File: src/rtl/mips_cache_pkg.sv
// Shared types for the MIPS cache controller.
// Holds the write-buffer entry layout, drain FSM states and defaults.
package mips_cache_pkg;

    localparam int WB_DEPTH = 4;

    typedef enum logic [1:0] {
        WB_IDLE    = 2'd0,
        WB_PENDING = 2'd1,
        WB_WRITING = 2'd2
    } wb_state_t;

    typedef struct packed {
        logic [29:0] addr;
        logic [31:0] data;
        logic [3:0]  be;
    } wb_entry_t;

    // Overlay the enabled byte lanes of a new store onto an existing entry.
    function automatic wb_entry_t wb_merge(
        input wb_entry_t   old,
        input logic [31:0] data,
        input logic [3:0]  be
    );
        wb_entry_t res;
        res = old;
        for (int i = 0; i < 4; i++) begin
            if (be[i]) begin
                res.data[8*i +: 8] = data[8*i +: 8];
            end
        end
        res.be = old.be | be;
        return res;
    endfunction

endpackage

File: src/rtl/mips_cache_write_buffer.sv
// Posted-write FIFO between the CPU data port and the Avalon bus.
// Merges repeated stores into the newest entry; drains on bus grant.
module mips_cache_write_buffer
    import mips_cache_pkg::*;
#(
    parameter int DEPTH = WB_DEPTH
) (
    input  logic        clk,
    input  logic        rst,
    input  logic [31:0] addr,
    input  logic        write_en,
    input  logic [31:0] writedata,
    input  logic [3:0]  byteenable,
    input  logic        active,
    input  logic        waitrequest,
    output logic [31:0] write_addr,
    output logic [31:0] write_data,
    output logic [3:0]  write_byteenable,
    output logic        write_writeenable,
    output logic [1:0]  state_out,
    output logic        full,
    output logic        empty
);

    localparam int AW = $clog2(DEPTH);
    localparam int CW = AW + 1;

    wb_entry_t       mem [DEPTH];
    logic [AW-1:0]   head;
    logic [AW-1:0]   tail;
    logic [AW-1:0]   last;
    logic [CW-1:0]   count;
    logic [CW-1:0]   count_nxt;
    wb_state_t       state;
    wb_state_t       state_nxt;

    logic            in_flight_tail;
    logic            merge;
    logic            enq;
    logic            pop;
    wb_entry_t       new_entry;
    wb_entry_t       merged;
    logic            unused_lsb;

    assign unused_lsb = ^addr[1:0];

    assign last  = tail - AW'(1);
    assign full  = (count == CW'(DEPTH));
    assign empty = (count == '0);

    // The newest entry is only in flight when it is also the head.
    assign in_flight_tail = (state == WB_WRITING) && (count == CW'(1));

    // Classify this cycle's store and detect a completed bus write.
    always_comb begin
        merge = write_en && !empty && !in_flight_tail
             && (mem[last].addr == addr[31:2]);
        enq   = write_en && !merge && !full;
        pop   = (state == WB_WRITING) && !waitrequest;
        count_nxt = count + CW'(enq) - CW'(pop);
        new_entry = '{addr: addr[31:2], data: writedata, be: byteenable};
        merged    = wb_merge(mem[last], writedata, byteenable);
    end

    // Storage, pointers and occupancy.
    always_ff @(posedge clk or negedge rst) begin
        if (!rst) begin
            head  <= '0;
            tail  <= '0;
            count <= '0;
            for (int i = 0; i < DEPTH; i++) begin
                mem[i] <= '0;
            end
        end else begin
            if (enq) begin
                mem[tail] <= new_entry;
                tail      <= tail + AW'(1);
            end
            if (merge) begin
                mem[last] <= merged;
            end
            if (pop) begin
                head <= head + AW'(1);
            end
            count <= count_nxt;
        end
    end

    // Drain FSM state register.
    always_ff @(posedge clk or negedge rst) begin
        if (!rst) begin
            state <= WB_IDLE;
        end else begin
            state <= state_nxt;
        end
    end

    // Drain FSM next-state logic.
    always_comb begin
        state_nxt = state;
        unique case (state)
            WB_IDLE: begin
                if (enq) begin
                    state_nxt = WB_PENDING;
                end
            end
            WB_PENDING: begin
                if (active) begin
                    state_nxt = WB_WRITING;
                end
            end
            WB_WRITING: begin
                if (pop) begin
                    state_nxt = (count_nxt == '0) ? WB_IDLE : WB_PENDING;
                end
            end
            default: state_nxt = WB_IDLE;
        endcase
    end

    // Bus-side outputs: head entry always visible, strobe only when writing.
    always_comb begin
        write_writeenable = (state == WB_WRITING);
        state_out         = state;
        write_addr        = '0;
        write_data        = '0;
        write_byteenable  = '0;
        if (!empty) begin
            write_addr       = {mem[head].addr, 2'b00};
            write_data       = mem[head].data;
            write_byteenable = mem[head].be;
        end
    end

endmodule

File: config.mk
export PLATFORM = sky130hd
export DESIGN_NAME = mips_cache_write_buffer
export DESIGN_NICKNAME = d
export VERILOG_FILES = /design/src/rtl/mips_cache_pkg.sv /design/src/rtl/mips_cache_write_buffer.sv
export SDC_FILE = /design/constraint.sdc
export NUM_CORES = 1
export LEC_CHECK = 0
export CORE_MARGIN = 4
export CORE_UTILIZATION = 50
export CTS_CLUSTER_SIZE = 16
export DETAILED_ROUTE_END_ITERATION = 16
export GPL_ROUTABILITY_DRIVEN = 0
export HOLD_SLACK_MARGIN = 0.05
export PLACE_DENSITY_LB_ADDON = 0.15
export SLEW_MARGIN = 25
export SYNTH_ARGS = -nofsm -noshare
export SYNTH_HDL_FRONTEND = slang
export SYNTH_SLANG_ARGS = --single-unit
File: constraint.sdc
create_clock -name clk -period 12.8 [get_ports clk]
set_clock_uncertainty 0.05 [all_clocks]
set_input_delay 1.28 -clock clk [delete_from_list [all_inputs] [get_ports clk]]
set_output_delay 1.28 -clock clk [all_outputs]
set_load 0.01 [all_outputs]
Yosys cells after proc, flatten, opt, wreduce, memory -nomap -nowiden
Cells that the tools add are included.
- add/sub/neg operators: 5
- multipliers: 0
- div/mod/pow operators: 0
- magnitude comparators: 5
- equality and inequality tests: 8
- shift-type cells: 0
- mux-type cells: 26
- bitwise logic cells: 4
- reductions and logical operators: 18
- operators with widths (cell ; number):
    $bwmux W264 ; 2
    $mux W264 ; 2
    $mux W66 ; 6
    $bmux W66 S2 ; 2
    $demux W66 S2 ; 2
    $mux W32 ; 2
    $mux W8 ; 4
    $eq A30 B30 Y1 ; 1
    $ge A3 B3 Y1 const B ; 3
    $logic_and A1 B1 Y1 ; 9
    $not A2 Y3 ; 3
    $logic_not A3 Y1 ; 2
    $lt A3 B1 Y1 const B ; 2
    $mux W2 ; 3
    $pmux W2 S3 ; 1
    $logic_not A1 Y1 ; 5
    $add A2 B1 Y2 const B ; 2
    $mux W4 ; 1
    $ne A2 B2 Y1 const B ; 2
    $or A4 B4 Y4 ; 1
    $add A3 B1 Y3 ; 1
    $eq A3 B1 Y1 const B ; 1
    $eq A3 B3 Y1 const B ; 1
    $reduce_and A3 Y1 ; 1
    7 further kinds ; 7
- bits in registers: 273
- bits in latches: 0
- memory bits (writable): 0
- memory bits (read-only): 0
- input bits: 73
- output and inout bits: 73
- logic and storage cells: 82
- memories kept: 0

Logic depth before layout (Yosys ltp)
Gate-level depths: netlist of the first run.
- depth in word-level cells: 16
- depth in mapped cells: 25

Worst setup path after synthesis of the first run
OpenSTA, ideal clock, no wires.
- path kind: register -> register
- start point: reg tail[0]
- end point: reg state[0] (netlist: state_out[0])
- library setup time: 0.133 ns
- arrival time: 5.652 ns
- setup slack: 6.965 ns
- cell stages (with the launch flop): 25
- clock period less this slack: 5.835 ns
- cell sequence: dfrtp_1 -> buf_6 -> buf_6 -> buf_2 -> buf_1 -> buf_1 -> inv_1 -> ha_1 -> buf_2 -> clkbuf_1 -> mux4_2 -> xnor2_1 -> o2111a_1 -> nand4_1 -> nor4_4 -> nand3b_1 -> ha_1 -> inv_1 -> ha_1 -> inv_1 -> fa_1 -> xnor2_1 -> xnor2_1 -> o31ai_1 -> o21ai_0
- longest elaborated chain between the ends: 16
- elaborated cells on any way between the ends: 18
- classes of those cells: 3 x add/sub; 2 x eq/ne; 6 x mux; 1 x bitwise; 6 x reduce/logical
- RTL lines (item ; line ; source):
    from (decl) ; mips_cache_write_buffer.sv:30 ; logic [AW-1:0] tail;
    from (signal assigned) ; mips_cache_write_buffer.sv:77 ; tail <= tail + AW'(1);
    $sub A2 B1 Y2 ; mips_cache_write_buffer.sv:47 ; assign last = tail - AW'(1);
    net last[0] ; mips_cache_write_buffer.sv:31 ; logic [AW-1:0] last;
    $not A2 Y3 (implied by the code) ; mips_cache_write_buffer.sv:57 ; && (mem[last].addr == addr[31:2]);
    $bmux W66 S2 ; mips_cache_write_buffer.sv:57 ;
    $mux W66 (implied by the code) (2 in series) ; mips_cache_write_buffer.sv:57 ;
    $eq A30 B30 Y1 ; mips_cache_write_buffer.sv:57 ;
    $logic_and A1 B1 Y1 ; mips_cache_write_buffer.sv:57 ;
    $logic_not A1 Y1 ; mips_cache_write_buffer.sv:58 ; enq = write_en && !merge && !full;
    $logic_and A1 B1 Y1 (2 in series) ; mips_cache_write_buffer.sv:58 ;
    $add A3 B1 Y3 ; mips_cache_write_buffer.sv:60 ; count_nxt = count + CW'(enq) - CW'(pop);
    $sub A3 B1 Y3 ; mips_cache_write_buffer.sv:60 ;
    net count_nxt[2] ; mips_cache_write_buffer.sv:33 ; logic [CW-1:0] count_nxt;
    $logic_not A3 Y1 ; mips_cache_write_buffer.sv:114 ; state_nxt = (count_nxt == '0) ? WB_IDLE : WB_PENDING;
    $mux W1 ; mips_cache_write_buffer.sv:114 ;
    $mux W2 ; mips_cache_write_buffer.sv:113 ; if (pop) begin
    $pmux W2 S3 ; mips_cache_write_buffer.sv:101 ; unique case (state)
    to (signal assigned) ; mips_cache_write_buffer.sv:94 ; state <= state_nxt;
    to (decl) ; mips_cache_write_buffer.sv:34 ; wb_state_t state;
The timed path passes the listed nets, and every way through them passes these cells. The select of a mux whose other input is x is not followed.
A chain may end at the register's enable or synchronous reset.

Worst setup path after layout of the first run
- start point: reg tail[0]
- end point: reg mem[97] in the netlist's numbering
- longest elaborated chain between the ends: 13
- elaborated cells on any way between the ends: 26
- classes of those cells: 1 x add/sub; 4 x order compare; 1 x eq/ne; 12 x mux; 2 x bitwise; 6 x reduce/logical
- RTL lines (item ; line ; source):
    $sub A2 B1 Y2 * ; mips_cache_write_buffer.sv:47 ;
    net last[0] ; mips_cache_write_buffer.sv:31 ;
    $not A2 Y3 (implied by the code) * ; mips_cache_write_buffer.sv:57, mips_cache_write_buffer.sv:62, mips_cache_write_buffer.sv:80 ;
    $bmux W66 S2 ; mips_cache_write_buffer.sv:57, mips_cache_write_buffer.sv:62 ;
    $mux W66 (implied by the code) (2 in series) ; mips_cache_write_buffer.sv:57, mips_cache_write_buffer.sv:62 ;
    $eq A30 B30 Y1 ; mips_cache_write_buffer.sv:57 ;
    $logic_and A1 B1 Y1 ; mips_cache_write_buffer.sv:57 ;
    $logic_not A1 Y1 ; mips_cache_write_buffer.sv:58 ;
    $logic_and A1 B1 Y1 (2 in series) ; mips_cache_write_buffer.sv:58 ;
    $mux W264 ; mips_cache_write_buffer.sv:75 ; if (enq) begin
    $bwmux W264 ; mips_cache_write_buffer.sv:80 ; mem[last] <= merged;
    $mux W264 * ; mips_cache_write_buffer.sv:79 ; if (merge) begin
    to (signal, indexed assignment) ; mips_cache_write_buffer.sv:76 ; mem[tail] <= new_entry;
    to (signal, indexed assignment) ; mips_cache_write_buffer.sv:80 ;
    to (decl) ; mips_cache_write_buffer.sv:28 ; wb_entry_t mem [DEPTH];
Mark *: on every way through the listed nets, which the timed path passes. The rest lies on a longest branch. The select of a mux whose other input is x is not followed.

==> results of run 1 <==
-- worst max-delay path, cell delays in order, from the launching register on --
cell,delay [ns]
dfrtp_4,1.02
inv_1,0.28
ha_4,0.83
clkinv_1,0.97
mux2_2,0.63
xor2_1,0.35
o2111ai_1,0.23
nor4_4,0.62
nand3_4,0.78
buf_4,0.58
o21ai_1,0.77
a221o_1,0.28
-- stage by stage --
step | hold WS (ns) | util | total power, mW | worst slack (ns)
CTS | 0.476 | 0.588 | 6.06 | 5.39
floorplan | 0.438 | - | 3.91 | 6.97
global placement | 0.459 | 0.553 | 4.95 | 5.52
detailed placement | 0.462 | 0.554 | 5.02 | 5.44
global route | 0.493 | 0.589 | 6.45 | 5.06
finish | 0.479 | 0.589 | 6.07 | 5.28
-- flip-flops by register name, indices dropped and copies added (netlist names) --
signal and flops:
count 3, state_out 2, head 2, mem 264
tail 2
-- power by group --
part,total [mW],internal [mW],switching [mW]
Sequential,1.69,1.27,0.419
Clock,1.01,0.625,0.383
Combinational,3.38,1.65,1.73
-- worst min-delay path by stage --
stage	endpoint	slack [ns]	cells after the start
after floorplan	mem[28]	0.44	1
after global placement	mem[13]	0.46	1
after detailed placement	mem[32]	0.46	1
after CTS	state_out[0]	0.48	1
after global routing	mem[12]	0.49	1
final	mem[16]	0.48	1
-- layout make-up --
class / instances / area, sq um / area share
clock inverter: 8 / 119 / 0.00597
multi-input combinational: 1277 / 9640 / 0.485
clock buffer: 52 / 1050 / 0.0528
sequential: 273 / 6840 / 0.344
inverter: 14 / 52.6 / 0.00264
tap: 448 / 561 / 0.0282
timing repair buffer: 166 / 1630 / 0.0820
-- synthesized netlist by cell type (3+ instances only) --
master / count
nor3_1: 4
nand2_1: 196
xor2_1: 8
dfrtp_1: 273
nand4_1: 4
nor2_1: 132
nand2b_1: 5
inv_1: 13
a211o_1: 5
buf_4: 14
ha_1: 10
mux4_2: 90
buf_6: 8
or2_1: 3
o21ai_2: 8
o21ai_0: 15
buf_2: 32
a221o_1: 123
a211oi_1: 55
and4_1: 4
nor2b_1: 94
o211ai_1: 15
o21ai_1: 8
and3_1: 63
mux2_2: 18
a22oi_1: 46
nand3_1: 52
a21oi_1: 182
xnor2_1: 20
mux2i_1: 60
o2111ai_1: 5
buf_1: 23
or2_2: 3
clkbuf_1: 88
o22a_1: 17
-- logic make-up after synthesis --
family,Yosys count,share of synthesized area
compound gates,493,0.206
xor+xnor,28,0.0142
fa+ha+maj,11,0.00842
buf+inv,180,0.0487
flops,273,0.396
mux,170,0.166
other cells,1,0.000218
simple gates,573,0.160
-- metal layers --
layer  track usage  wire, um
met2         0.483     27300
met3        0.0460      4640
met5             0        13
met4         0.105      1940
met1         0.401     23000
==> flow_metrics.env, run 1 <==
export IMPL_cts_root_buf="clkbuf_16"
export IMPL_worstSetupEndpoint="mem[97]"
export IMPL_yosys_warnings=0
export IMPL_synth_top_cell_area_share=0.396
export IMPL_slew_headroom=0.233
export IMPL_vias=15200
export IMPL_clk_latency_ns=0.52
export IMPL_post_cts_buffers=0
export IMPL_drive_gt1_frac=0.125
export IMPL_dp_cells=2178
export IMPL_critPathRequiredTime_ns=13.19
export IMPL_grt_max_degree=81
export IMPL_drtAntennaViolNets=0
export IMPL_p_leak_nw=8.45
export IMPL_synth_cell_types=60
export IMPL_fp_dieW_um=194
export IMPL_cts_hold_buf=0
export IMPL_stdcell_count=2238
export IMPL_status="completed"
export IMPL_n_fill_cell=2857
export IMPL_core_area_sq_mm=0.0338
export IMPL_grt_pass1_wl_mm=89.4
export IMPL_max_cap_violations=0
export IMPL_h_tree_depth=2
export IMPL_first_global_vias=15400
export IMPL_overflow=0
export IMPL_drt_first_pass_iters=6
export IMPL_synthCells=1729
export IMPL_setup_viol=0
export IMPL_placed_cell_area_sq_mm=0.0187
export IMPL_die_area_sq_mm=0.0375
export IMPL_hold_viol=0
export IMPL_initial_core_util=0.510
export IMPL_drv_slew=0
export IMPL_row_count=67
export IMPL_synth_seq_cells=273
export IMPL_async_reset_ff_frac=1.00
export IMPL_wl_per_cell_um=25.4
export IMPL_clock_path_buffers=3
export IMPL_ys_seq_area_frac=0.396
export IMPL_numPortBuffers=141
export IMPL_cts_resized=0
export IMPL_synth_avg_cell_area_sq_um=9.97
export IMPL_drt_iter0_drc=1534
export IMPL_synth_area_sq_mm=0.0172
export IMPL_mostFrequentLayoutCell="dfrtp_1"
export IMPL_ff2ff_setup_slack_ns=5.28
export IMPL_fin_crit_ns=7.52
export IMPL_path_max_fanout=65
export IMPL_hold_start="mem[16]"
export IMPL_reg2reg_from="tail[0]"
export IMPL_grt_usage=0.294
export IMPL_synth_area_leader_cell="dfrtp_1"
export IMPL_ir_drop_uv=185
export IMPL_path_class="register to register"
export IMPL_period_share=0.588
export IMPL_power_density_mw_per_mm2=305
export IMPL_wirelength_mm=56.9
export IMPL_area_growth_synth_to_final_pct=15.4
export IMPL_fmax_mhz=133
export IMPL_r2r_end="mem[97]"
export IMPL_hp_class="register to register"
export IMPL_layout_common_cells="270 x dfrtp_1, 196 x nand2_1, 182 x a21oi_1, 140 x clkdlybuf4s50_1, 128 x nor2_1"
export IMPL_cts_tree="done"
export IMPL_critPathLaunch="tail[0]"
export IMPL_vias_per_cell=6.79
export IMPL_fin_setup_tns_ns=0
export IMPL_crit_arrival_ns=7.92
export IMPL_r2r_cells=11
export IMPL_cts_buffers=34
export IMPL_layout_nets=1850
export IMPL_hpwlAfterDp_mm=33.3
export IMPL_antennaDiodeCount=0
export IMPL_synthFlopType="dfrtp_1"
export IMPL_antenna_found_initial=1
export IMPL_grt_setup_unrepaired="false"
export IMPL_synth_edf_count=0
export IMPL_tightest_slew_ns=1.15
export IMPL_path_clk_slew_ns=0.06
export IMPL_drc_errors=0
export IMPL_io_pin_count=146
export IMPL_synth_area_leaders="dfrtp_1 40%, mux4_2 12%, a221o_1 7.1%"
export IMPL_clock_sinks=273
export IMPL_endpoint_kind="register"
export IMPL_die_h_um=194
export IMPL_cp_start_kind="register"
export IMPL_stdcell_area_sq_mm=0.0199
Note: power is estimated with default switching activity, not from simulation.
==> run 2: changes to the inputs <==
==> constraint.sdc (replaced) <==
create_clock -name clk -period 7.85 [get_ports clk]
set_clock_uncertainty 0.05 [all_clocks]
set_input_delay 0.785 -clock clk [delete_from_list [all_inputs] [get_ports clk]]
set_output_delay 0.785 -clock clk [all_outputs]
set_load 0.01 [all_outputs]
==> run 2 against run 1 <==
Routed wire length is 0.44% lower. Register-to-register slack lost 3.5 ns. Clock power grew 43%. Sequential power rose by 59%. Total power rose by 60%. Global-route usage shrank 0.18 points. Final cell count about the same. Design area fell by 0.53%. Utilization is 0.31 points lower. Clock-buffer cell count down 6. Critical endpoint is now mem[34].
==> flow_metrics.env, run 2 (same netlist as run 1, synthesis figures left out) <==
export IMPL_status="completed"
export IMPL_p_leak_nw=8.41
export IMPL_grt_setup_unrepaired="false"
export IMPL_power_clock_fraction=0.148
export IMPL_core_area_sq_mm=0.0338
export IMPL_n_fill_cell=2835
export IMPL_path_clk_slew_ns=0.06
export IMPL_cts_hold_buf=0
export IMPL_grt_max_degree=157
export IMPL_drv_slew=0
export IMPL_antenna_found_initial=2
export IMPL_die_h_um=194
export IMPL_cp_slowest_stage_delay_ns=0.88
export IMPL_mostFrequentLayoutCell="dfrtp_1"
export IMPL_row_count=67
export IMPL_path_class="register to register"
export IMPL_largest_reg_flops=264
export IMPL_area_growth_synth_to_final_pct=14.8
export IMPL_die_area_sq_mm=0.0375
export IMPL_tightest_slew_ns=1.04
export IMPL_wirelength_mm=56.7
export IMPL_setup_viol=0
export IMPL_wl_per_cell_um=25.3
export IMPL_ir_drop_uv=344
export IMPL_clock_sinks=273
export IMPL_dp_slack_ns=1.86
export IMPL_path_max_fanout=41
export IMPL_drc_errors=0
export IMPL_overflow=0
export IMPL_vias_per_cell=6.76
export IMPL_fp_dieW_um=194
export IMPL_cp_start_kind="register"
export IMPL_r2r_cells=11
export IMPL_reg2reg_from="tail[1]"
export IMPL_seqPwrFrac=0.276
export IMPL_drt_iter0_drc=1572
export IMPL_cts_root_buf="clkbuf_16"
export IMPL_post_cts_buffers=0
export IMPL_hp_class="primary input to asynchronous set/reset pin"
export IMPL_cts_tree="done"
export IMPL_period_share=0.768
export IMPL_grt_pass1_wl_mm=89.4
export IMPL_critPathRequiredTime_ns=8.31
export IMPL_hpwlAfterDp_mm=33.4
export IMPL_fin_ws_ns=1.82
export IMPL_hold_viol=0
export IMPL_fin_setup_tns_ns=0
export IMPL_power_switching_mw=4.11
export IMPL_top_register="mem"
export IMPL_antennaDiodeCount=0
export IMPL_h_tree_depth=1
export IMPL_power_density_mw_per_mm2=491
export IMPL_cts_buffers=31
export IMPL_endpoint_kind="register"
export IMPL_fmax_mhz=166
export IMPL_first_global_vias=15300
export IMPL_clock_path_buffers=3
export IMPL_switching_share=0.423
export IMPL_drtAntennaViolNets=0
export IMPL_layout_nets=1853
export IMPL_critPathLaunch="tail[1]"
export IMPL_power_frac_comb=0.576
export IMPL_max_cap_violations=0
export IMPL_reg_top3="mem: 264 flops, count: 3 flops"
export IMPL_cts_resized=0
export IMPL_grt_usage=0.293
export IMPL_crit_arrival_ns=6.49
export IMPL_clk_latency_ns=0.57
export IMPL_drive_gt1_frac=0.126
export IMPL_slew_headroom=0.308
export IMPL_crit_chain="inv_1 -> ha_4 -> clkinv_1 -> a221oi_1 -> nand2_1 -> a21o_1 -> nor4_2 -> nand3_2 -> buf_4 -> o21ai_1 -> a221o_1"
export IMPL_fin_crit_ns=6.03
export IMPL_initial_core_util=0.510
export IMPL_io_pin_count=146
export IMPL_numPortBuffers=141
export IMPL_vias=15100
export IMPL_internal_power_mw=5.61
export IMPL_layout_common_cells="270 x dfrtp_1, 196 x nand2_1, 182 x a21oi_1, 140 x clkdlybuf4s50_1, 128 x nor2_1"
export IMPL_drt_first_pass_iters=5
export IMPL_slowest_stage="clkinv_1"
run 2: metal layers:
layer | GRT usage | wire (um)
met2 | 0.473 | 26800
met3 | 0.0504 | 5050
met5 | 0 | 27
met4 | 0.104 | 2100
met1 | 0.402 | 22700
run 2: worst paths after layout:
path | endpoint | slack, ns
max | mem[34] | 1.82
min | mem[210] | 0.13
max reg2reg | mem[34] | 1.82
min reg2reg | mem[21] | 0.48
max in group asynchronous | head[1] | 6.18
min in group clk | mem[21] | 0.48
run 2: cell type report:
class / instances / area, sq um / area share
Clock buffer: 46 / 922 / 0.0466
Sequential cell: 273 / 6840 / 0.346
Inverter: 14 / 52.6 / 0.00266
Clock inverter: 9 / 73.8 / 0.00373
Multi-Input combinational cell: 1277 / 9620 / 0.486
Timing Repair Buffer: 172 / 1720 / 0.0868
Tap cell: 448 / 561 / 0.0283
run 2: power by group through the flow:
stage | Clock, mW | Sequential, mW | Combinational, mW
after CTS | 1.46 | 2.67 | 5.58
after detailed placement | 0 | 2.68 | 5.54
after global placement | 0 | 2.65 | 5.45
after floorplan | 0 | 2.42 | 3.95
final | 1.44 | 2.69 | 5.60
after global routing | 1.52 | 2.77 | 6.03
run 2: metrics by stage:
step | hold WS (ns) | utilization | area (sq um) | total power [mW] | instances
3_5_place_dp | 0.465 | 0.555 | 18800 | 8.22 | 2183
3_3_place_gp | 0.453 | 0.555 | 18700 | 8.11 | 2182
2_1_floorplan | 0.438 | - | 17200 | 6.37 | 1730
5_1_grt | 0.167 | 0.586 | 19800 | 10.3 | 2239
4_1_cts | 0.146 | 0.585 | 19800 | 9.70 | 2238
6_report | 0.134 | 0.586 | 19800 | 9.72 | 2239
run 2: worst max-delay path, delay by kind of cell, from the launching register on:
| kind | cells | cell delay [ns] |
|---|---|---|
| AND/OR/NAND/NOR | 3 | 1.54 |
| buffers and inverters | 3 | 1.53 |
| adder cells (fa/ha/maj) | 1 | 0.64 |
| flip-flops | 1 | 0.45 |
| AO/OA/AOI/OAI | 4 | 1.70 |
==> run 3: changes to the inputs <==
==> constraint.sdc (replaced) <==
create_clock -name clk -period 5.5 [get_ports clk]
set_clock_uncertainty 0.05 [all_clocks]
set_input_delay 0.55 -clock clk [delete_from_list [all_inputs] [get_ports clk]]
set_output_delay 0.55 -clock clk [all_outputs]
set_load 0.01 [all_outputs]
==> run 3 against run 2 <==
Combinational power up 44%. Clock-buffer cell count up 9. Global-route usage up 0.59 points. Sequential share of layout area down 0.66 points. Total power up 46%. Non-clock buffer count up 24. Setup slack worse by 1.3 ns. Sequential cell count unchanged. Final cell count up 1.4%. Critical path type unchanged. Largest cell class unchanged.
==> flow_metrics.env, run 3 (same netlist as run 1, synthesis figures left out) <==
export IMPL_hold_viol=0
export IMPL_drv_slew=0
export IMPL_status="completed"
export IMPL_reg_top3="mem: 264 flops, count: 3 flops"
export IMPL_critPathRequiredTime_ns=5.83
export IMPL_drc_errors=0
export IMPL_clock_sinks=273
export IMPL_vias_per_cell=6.73
export IMPL_max_cap_violations=0
export IMPL_first_global_vias=15600
export IMPL_r2r_end="mem[32]"
export IMPL_grt_usage=0.298
export IMPL_numPortBuffers=141
export IMPL_io_pin_count=146
export IMPL_cts_resized=0
export IMPL_wl_per_cell_um=25.1
export IMPL_layout_common_cells="270 x dfrtp_1, 196 x nand2_1, 182 x a21oi_1, 140 x clkdlybuf4s50_1, 128 x nor2_1"
export IMPL_worstSetupEndpoint="mem[32]"
export IMPL_wirelength_mm=57.0
export IMPL_cts_tree="done"
export IMPL_area_growth_synth_to_final_pct=17.1
export IMPL_reg2reg_from="tail[1]"
export IMPL_initial_core_util=0.510
export IMPL_fp_dieW_um=194
export IMPL_clock_path_buffers=3
export IMPL_drtAntennaViolNets=0
export IMPL_stdcell_count=2270
export IMPL_fin_crit_ns=4.93
export IMPL_path_class="register to register"
export IMPL_mostFrequentLayoutCell="dfrtp_1"
export IMPL_fin_setup_tns_ns=0
export IMPL_cts_root_buf="clkbuf_16"
export IMPL_critPathLaunch="tail[1]"
export IMPL_grt_pass1_wl_mm=90.8
export IMPL_post_cts_buffers=0
export IMPL_hpwlAfterDp_mm=34.5
export IMPL_path_clk_slew_ns=0.06
export IMPL_cts_buffers=34
export IMPL_top_register="mem"
export IMPL_hp_class="primary input to asynchronous set/reset pin"
export IMPL_layout_nets=1880
export IMPL_finalPower_mw=14.2
export IMPL_largest_reg_flops=264
export IMPL_drt_first_pass_iters=6
export IMPL_path_max_fanout=132
export IMPL_ff2ff_setup_slack_ns=0.57
export IMPL_fin_util=0.597
export IMPL_h_tree_depth=2
export IMPL_antenna_found_initial=0
export IMPL_dp_cells=2205
export IMPL_endpoint_kind="register"
export IMPL_r2r_cells=12
export IMPL_overflow=0
export IMPL_drt_iter0_drc=1535
export IMPL_vias=15300
export IMPL_fin_ws_ns=0.571
export IMPL_tightest_slew_ns=0.867
export IMPL_grt_max_degree=133
export IMPL_drive_gt1_frac=0.140
export IMPL_setup_viol=0
export IMPL_die_area_sq_mm=0.0375
export IMPL_clk_latency_ns=0.51
export IMPL_cp_start_kind="register"
export IMPL_period_share=0.896
export IMPL_antennaDiodeCount=0
export IMPL_cts_hold_buf=0
export IMPL_crit_arrival_ns=5.26
export IMPL_row_count=67
export IMPL_p_leak_nw=8.61
export IMPL_dp_slack_ns=0.689
export IMPL_grt_setup_unrepaired="false"
export IMPL_fmax_mhz=203
export IMPL_slew_headroom=0.418
export IMPL_ir_drop_uv=544
export IMPL_power_density_mw_per_mm2=702
export IMPL_core_area_sq_mm=0.0338
export IMPL_die_h_um=194
-- run 3: how the worst min path moves through the flow --
stage | startpoint | cells after the start | slack [ns] | to
final | rst | 2 | 0.47 | mem[211]
after CTS | rst | 1 | 0.13 | mem[211]
after detailed placement | state_out[1] | 1 | 0.46 | state_out[0]
after global placement | mem[133] | 1 | 0.46 | mem[133]
after floorplan | rst | 0 | 0.20 | count[0]
after global routing | rst | 2 | 0.49 | mem[211]
-- run 3: worst max-delay path, cell delays in order (launching register included) --
cell     delay, ns
dfrtp_1       0.44
inv_1         0.15
ha_4          0.31
buf_12        0.47
mux4_2        0.43
xnor2_1       0.39
and4_1        0.28
nand4_1       0.15
nor4_4        0.30
buf_4         0.22
or2_2         0.55
o21ai_1       0.50
a221o_1       0.48
-- run 3: metrics by stage --
| step | area (sq um) | hold slack, ns |
|---|---|---|
| 6_report | 20200 | 0.466 |
| 5_1_grt | 20200 | 0.492 |
| 4_1_cts | 20100 | 0.128 |
| 3_5_place_dp | 19000 | 0.462 |
| 3_3_place_gp | 18900 | 0.458 |
| 2_1_floorplan | 17200 | 0.204 |
-- run 3: cell type report --
class	count	area (sq um)
Multi-Input combinational cell	1277	9620
Timing Repair Buffer	196	1950
Clock inverter	7	37.5
Clock buffer	55	1110
Sequential cell	273	6840
Fill cell	2855	13600
Tap cell	448	561
Inverter	14	52.6
-- run 3: power by group --
| group | switching, mW | leakage (nW) | internal, mW | total [mW] |
|---|---|---|---|---|
| Combinational | 4.14 | 4.65 | 3.92 | 8.05 |
| Clock | 0.903 | 0.573 | 1.39 | 2.29 |
| Sequential | 0.871 | 3.39 | 2.96 | 3.83 |
| Total | 5.91 | 8.61 | 8.26 | 14.2 |
-- run 3: routing by layer --
layer | global-route usage | part of all wire
met5 | 0 | 0
met4 | 0.114 | 0.039
met3 | 0.0443 | 0.082
met2 | 0.484 | 0.47
met1 | 0.410 | 0.41
